File: src/rtl/pmem_responder.sv
// Fixed-latency physical memory responder: stores NUM_LINES 128-bit lines and
// answers single line read/write requests after LATENCY wait cycles.
module pmem_responder #(
  parameter int LATENCY   = 4,
  parameter int NUM_LINES = 16
) (
  input  logic         clk,
  input  logic         rst,
  input  logic         pmem_read,
  input  logic         pmem_write,
  input  logic [15:0]  pmem_address,
  input  logic [127:0] pmem_wdata,
  output logic [127:0] pmem_rdata,
  output logic         pmem_resp,
  output logic         busy,
  output logic         err
);

  localparam int         IDX_W    = $clog2(NUM_LINES);
  localparam logic [3:0] CNT_LOAD = 4'(LATENCY - 1);

  typedef enum logic [1:0] {
    ST_IDLE = 2'd0,
    ST_WAIT = 2'd1,
    ST_RESP = 2'd2
  } state_t;

  state_t                           state_r;
  state_t                           state_s;
  logic [3:0]                       cnt_r;
  logic                             op_write_r;
  logic [IDX_W-1:0]                 idx_r;
  logic [127:0]                     wdata_r;
  logic [NUM_LINES-1:0][127:0]      mem_r;
  logic                             accept_s;
  logic                             illegal_s;
  logic                             finish_s;
  logic                             resp_s;
  logic                             busy_s;
  logic                             err_s;
  logic                             addr_unused_s;

  // Offset bits and aliasing upper bits never select anything.
  assign addr_unused_s = ^pmem_address;

  // Request qualification and the WAIT->RESP commit point.
  always_comb begin
    accept_s  = (state_r == ST_IDLE) && (pmem_read ^ pmem_write);
    illegal_s = (state_r == ST_IDLE) && pmem_read && pmem_write;
    finish_s  = (state_r == ST_WAIT) && (cnt_r == 4'd0);
  end

  // State register.
  always_ff @(posedge clk or posedge rst) begin
    if (rst) begin
      state_r <= ST_IDLE;
    end else begin
      state_r <= state_s;
    end
  end

  // Next-state logic.
  always_comb begin
    state_s = state_r;
    case (state_r)
      ST_IDLE: begin
        if (accept_s) begin
          state_s = ST_WAIT;
        end else begin
          state_s = ST_IDLE;
        end
      end
      ST_WAIT: begin
        if (cnt_r == 4'd0) begin
          state_s = ST_RESP;
        end else begin
          state_s = ST_WAIT;
        end
      end
      ST_RESP: state_s = ST_IDLE;
      default: state_s = ST_IDLE;
    endcase
  end

  // Output values for the coming cycle, derived from the next state.
  always_comb begin
    resp_s = (state_s == ST_RESP);
    busy_s = (state_s != ST_IDLE);
    err_s  = illegal_s;
  end

  // Registered status outputs.
  always_ff @(posedge clk or posedge rst) begin
    if (rst) begin
      pmem_resp <= 1'b0;
      busy      <= 1'b0;
      err       <= 1'b0;
    end else begin
      pmem_resp <= resp_s;
      busy      <= busy_s;
      err       <= err_s;
    end
  end

  // Transaction latch and wait counter; inputs are ignored once accepted.
  always_ff @(posedge clk or posedge rst) begin
    if (rst) begin
      cnt_r      <= 4'd0;
      op_write_r <= 1'b0;
      idx_r      <= '0;
      wdata_r    <= 128'd0;
    end else if (accept_s) begin
      cnt_r      <= CNT_LOAD;
      op_write_r <= pmem_write;
      idx_r      <= pmem_address[4 +: IDX_W];
      wdata_r    <= pmem_wdata;
    end else if ((state_r == ST_WAIT) && (cnt_r != 4'd0)) begin
      cnt_r <= cnt_r - 4'd1;
    end else begin
      cnt_r <= cnt_r;
    end
  end

  // Line storage; a write lands only at the end of its wait period.
  always_ff @(posedge clk or posedge rst) begin
    if (rst) begin
      mem_r <= '0;
    end else if (finish_s && op_write_r) begin
      mem_r[idx_r] <= wdata_r;
    end else begin
      mem_r <= mem_r;
    end
  end

  // Read data holds between reads.
  always_ff @(posedge clk or posedge rst) begin
    if (rst) begin
      pmem_rdata <= 128'd0;
    end else if (finish_s && !op_write_r) begin
      pmem_rdata <= mem_r[idx_r];
    end else begin
      pmem_rdata <= pmem_rdata;
    end
  end

  pmem_responder_checker u_checker (
    .clk       (clk),
    .rst       (rst),
    .pmem_resp (pmem_resp),
    .busy      (busy),
    .err       (err)
  );

endmodule

// Protocol properties of the responder's outputs.
module pmem_responder_checker (
  input logic clk,
  input logic rst,
  input logic pmem_resp,
  input logic busy,
  input logic err
);

  a_resp_busy: assert property (@(posedge clk) disable iff (rst) pmem_resp |-> busy);
  a_resp_pulse: assert property (@(posedge clk) disable iff (rst) pmem_resp |=> !pmem_resp);
  a_err_idle: assert property (@(posedge clk) disable iff (rst) err |-> !busy);

endmodule

File: config.mk
export PLATFORM = sky130hd
export DESIGN_NAME = pmem_responder
export DESIGN_NICKNAME = d
export VERILOG_FILES = /design/src/rtl/pmem_responder.sv
export SDC_FILE = /design/constraint.sdc
export NUM_CORES = 2
export LEC_CHECK = 0
export CAP_MARGIN = 20
export CORE_MARGIN = 8
export CORE_UTILIZATION = 42
export DETAILED_ROUTE_END_ITERATION = 6
export GPL_ROUTABILITY_DRIVEN = 0
export SLEW_MARGIN = 40
export SYNTH_ARGS = -nofsm -noshare
export SYNTH_HDL_FRONTEND = slang
export SYNTH_SLANG_ARGS = --single-unit
export TNS_END_PERCENT = 30
File: constraint.sdc
create_clock -name clk -period 230.4 [get_ports clk]
set_clock_uncertainty 0.2 [all_clocks]
set_input_delay 57.6 -clock clk [delete_from_list [all_inputs] [get_ports clk]]
set_output_delay 57.6 -clock clk [all_outputs]
set_load 0.02 [all_outputs]
==> results.sh <==
export IMPL_die_width_um=507
export IMPL_dr_pass1_iters=5
export IMPL_cts_buffer_depth=3
export IMPL_finalNetCount=6374
export IMPL_crit_path_frequent_cell="buf_6"
export IMPL_worst_slack_ps=168840
export IMPL_ios=279
export IMPL_layout_commonest_cell="dfrtp_1"
export IMPL_netlist_instances=6155
export IMPL_wl_per_cell_um=26.9
export IMPL_required_ps=231110
export IMPL_fin_area_um2=115000
export IMPL_slew_viol_final=0
export IMPL_cts_setup_buffers=0
export IMPL_io_buffers=266
export IMPL_die_height_um=507
export IMPL_leakage_nw=53.8
export IMPL_rr_worst_depth=9
export IMPL_r2r_end="mem_r[380]"
export IMPL_holdWs_ps=281
export IMPL_synth_area_per_cell_um2=16.4
export IMPL_cts_tree="yes"
export IMPL_cts_hold_fix_buffers=0
export IMPL_area_delta_synth_final_pct=13.9
export IMPL_p_int_mw=1.07
export IMPL_grt_pass1_vias=59737
export IMPL_outcome="completed"
export IMPL_grt_total_usage_pct=20.1
export IMPL_power_switching_mw=0.490
export IMPL_clock_fmax_ghz=0.0162
export IMPL_ant_nets=0
export IMPL_pre_cts_slack_ps=167640
export IMPL_cts_buffers=241
export IMPL_rrSetupSlack_ps=225150
export IMPL_synth_seq_cells=2318
export IMPL_min_path_cells=1
export IMPL_pwr_share_seq_pct=44.7
export IMPL_grt_antenna_before_repair=6
export IMPL_crit_type="input port to async pin"
export IMPL_ys_types=30
export IMPL_dpl_instance_area_um2=106000
export IMPL_arrival_ps=62280
export IMPL_setup_violations=0
export IMPL_grt_max_degree=166
export IMPL_pwr_share_comb_pct=29.1
export IMPL_insertion_delay_ps=880
export IMPL_critPathMaxFanout=82
export IMPL_clk_pin_slew_worst_paths_ps=60
export IMPL_final_cell_mix="2315 x dfrtp_1, 2235 x mux2_2, 512 x mux4_2"
export IMPL_cts_max_level=4
export IMPL_hold_path_startpoint="mem_r[2026]"
export IMPL_synth_top_area_cell="dfrtp_1"
export IMPL_min_period_over_period_pct=26.7
export IMPL_crit_path_cell_trace="clkdlybuf4s50_1, inv_12, buf_16, buf_6, buf_6, buf_6, buf_6, buf_4"
export IMPL_critPathSlowestCell="buf_4"
export IMPL_fp_dieArea_um2=257000
export IMPL_cts_root_buf="clkbuf_16"
export IMPL_min_to="mem_r[2026]"
export IMPL_rows=180
export IMPL_total_power_mw=1.56
export IMPL_reg2reg_from="cnt_r[0]"
export IMPL_peakVddDrop_mv=0.00989
export IMPL_start_util_pct=42.1
export IMPL_routed_via_density=5.70
export IMPL_grt_pass1_wl_um=396000
export IMPL_drc=0
export IMPL_maxCapViolations=0
export IMPL_clockPowerShare_pct=26.2
export IMPL_finalHoldViolations=0
export IMPL_min_path_type="flip-flop to flip-flop"
export IMPL_ctsResizeCount=0
export IMPL_worst_pin_slew_ps=869
export IMPL_rsz0062_at_grt="false"
export IMPL_seq_area_frac_synth_pct=57.4
export IMPL_max_stage_delay_ps=700
export IMPL_core_um2=240000
export IMPL_drive_gt1_share_pct=51.6
export IMPL_gr_total_overflow=0
export IMPL_cts_sinks=2318
export IMPL_hpwl_um=139000
export IMPL_fin_crit_ps=61560
export IMPL_syn_area_um2=101000
export IMPL_cp_end_kind="async pin"
export IMPL_power_density_nw_per_um2=13.6
export IMPL_drt_iter0_drc=3679
export IMPL_synth_warnings=0
export IMPL_drt_total_wl_um=259000
export IMPL_yosysTopAreaCellShare_pct=57.4
export IMPL_synth_fp_nets=6305
export IMPL_startpoint_type="input port"
export IMPL_setup_tns_ps=0
export IMPL_synth_area_top_cells="dfrtp_1 57%, mux2_2 25%, mux4_2 11%, o22ai_1 1.6%, clkbuf_1 1.0%"
export IMPL_vias=54809
export IMPL_switching_share_pct=31.4
export IMPL_slew_headroom_pct=42.1
-- metrics by stage --
stage | std cells | util (%)
global route | 9619 | 48.0
CTS | 9610 | 47.9
detailed placement | 9159 | 44.3
floorplan | 6155 | -
global placement | 9148 | 44.2
finish | 9621 | 48.0
-- how the worst max path moves through the flow --
stage / startpoint / endpoint / slack [ps] / cells past startpoint
finish: rst / mem_r[204] / 168840 / 8
global route: rst / mem_r[588] / 168210 / 8
CTS: rst / mem_r[843] / 168600 / 7
detailed placement: rst / mem_r[1227] / 167640 / 7
global placement: rst / mem_r[1100] / 166900 / 7
floorplan: rst / busy / 107100 / 1
-- power groups by stage --
stage / Sequential, mW / Clock (mW) / Combinational (mW)
after global routing: 0.724 / 0.438 / 0.488
final: 0.698 / 0.410 / 0.454
after detailed placement: 0.706 / 0 / 0.459
after CTS: 0.700 / 0.421 / 0.460
after floorplan: 0.661 / 0 / 0.357
after global placement: 0.694 / 0 / 0.449
-- kinds of logic after synthesis --
family,Yosys count,synth area share (%)
compound gates,389,2.25
flops,2318,57.4
simple gates,48,0.260
buf+inv,574,2.90
mux,2820,37.1
fa+ha+maj,2,0.0248
xor+xnor,4,0.0347
-- cells in the mapped netlist (all sizes together) --
cell    number
nor2b        3
inv          4
nand2b       3
nor3b        1
nor2        20
xnor2        1
nand3        2
nor3         3
buf        295
or4          1
clkbuf     275
xor2         3
mux4       512
dfrtp     2318
or2          1
and3         1
a21oi      131
or3b         1
o211ai       1
mux2      2308
nand2        8
ha           2
nand4        4
o22ai      257
-- cell type report --
class,instances,area [um^2]
antenna,4,10.0
clock buffer,333,6960
timing repair buffer,396,4300
sequential,2318,58000
multi-input combinational,3263,40200
tap,3185,3990
clock inverter,118,1530
fill,20264,125000
inverter,4,27.5
-- flip-flops by register name, indices dropped and copies added (netlist names) --
register    cells
mem_r        2048
pmem_rdata    128
wdata_r       128
cnt_r           4
idx_r           4
state_r         2
busy            1
err             1
op_write_r      1
pmem_resp       1
-- critical path: cells and delay by family --
family	cells	cell delay, ps
buffers and inverters	8	4310
-- per-layer routing --
metal | routed length, um | track usage (%) | up-vias
met4 | 8030 | 6.01 | 4
met3 | 9410 | 3.17 | 370
met1 | 117000 | 28.2 | 30326
met2 | 124000 | 32.7 | 894
li1 | - | - | 23215
met5 | 29 | 0 | -
(Power assumes the default switching activity.)
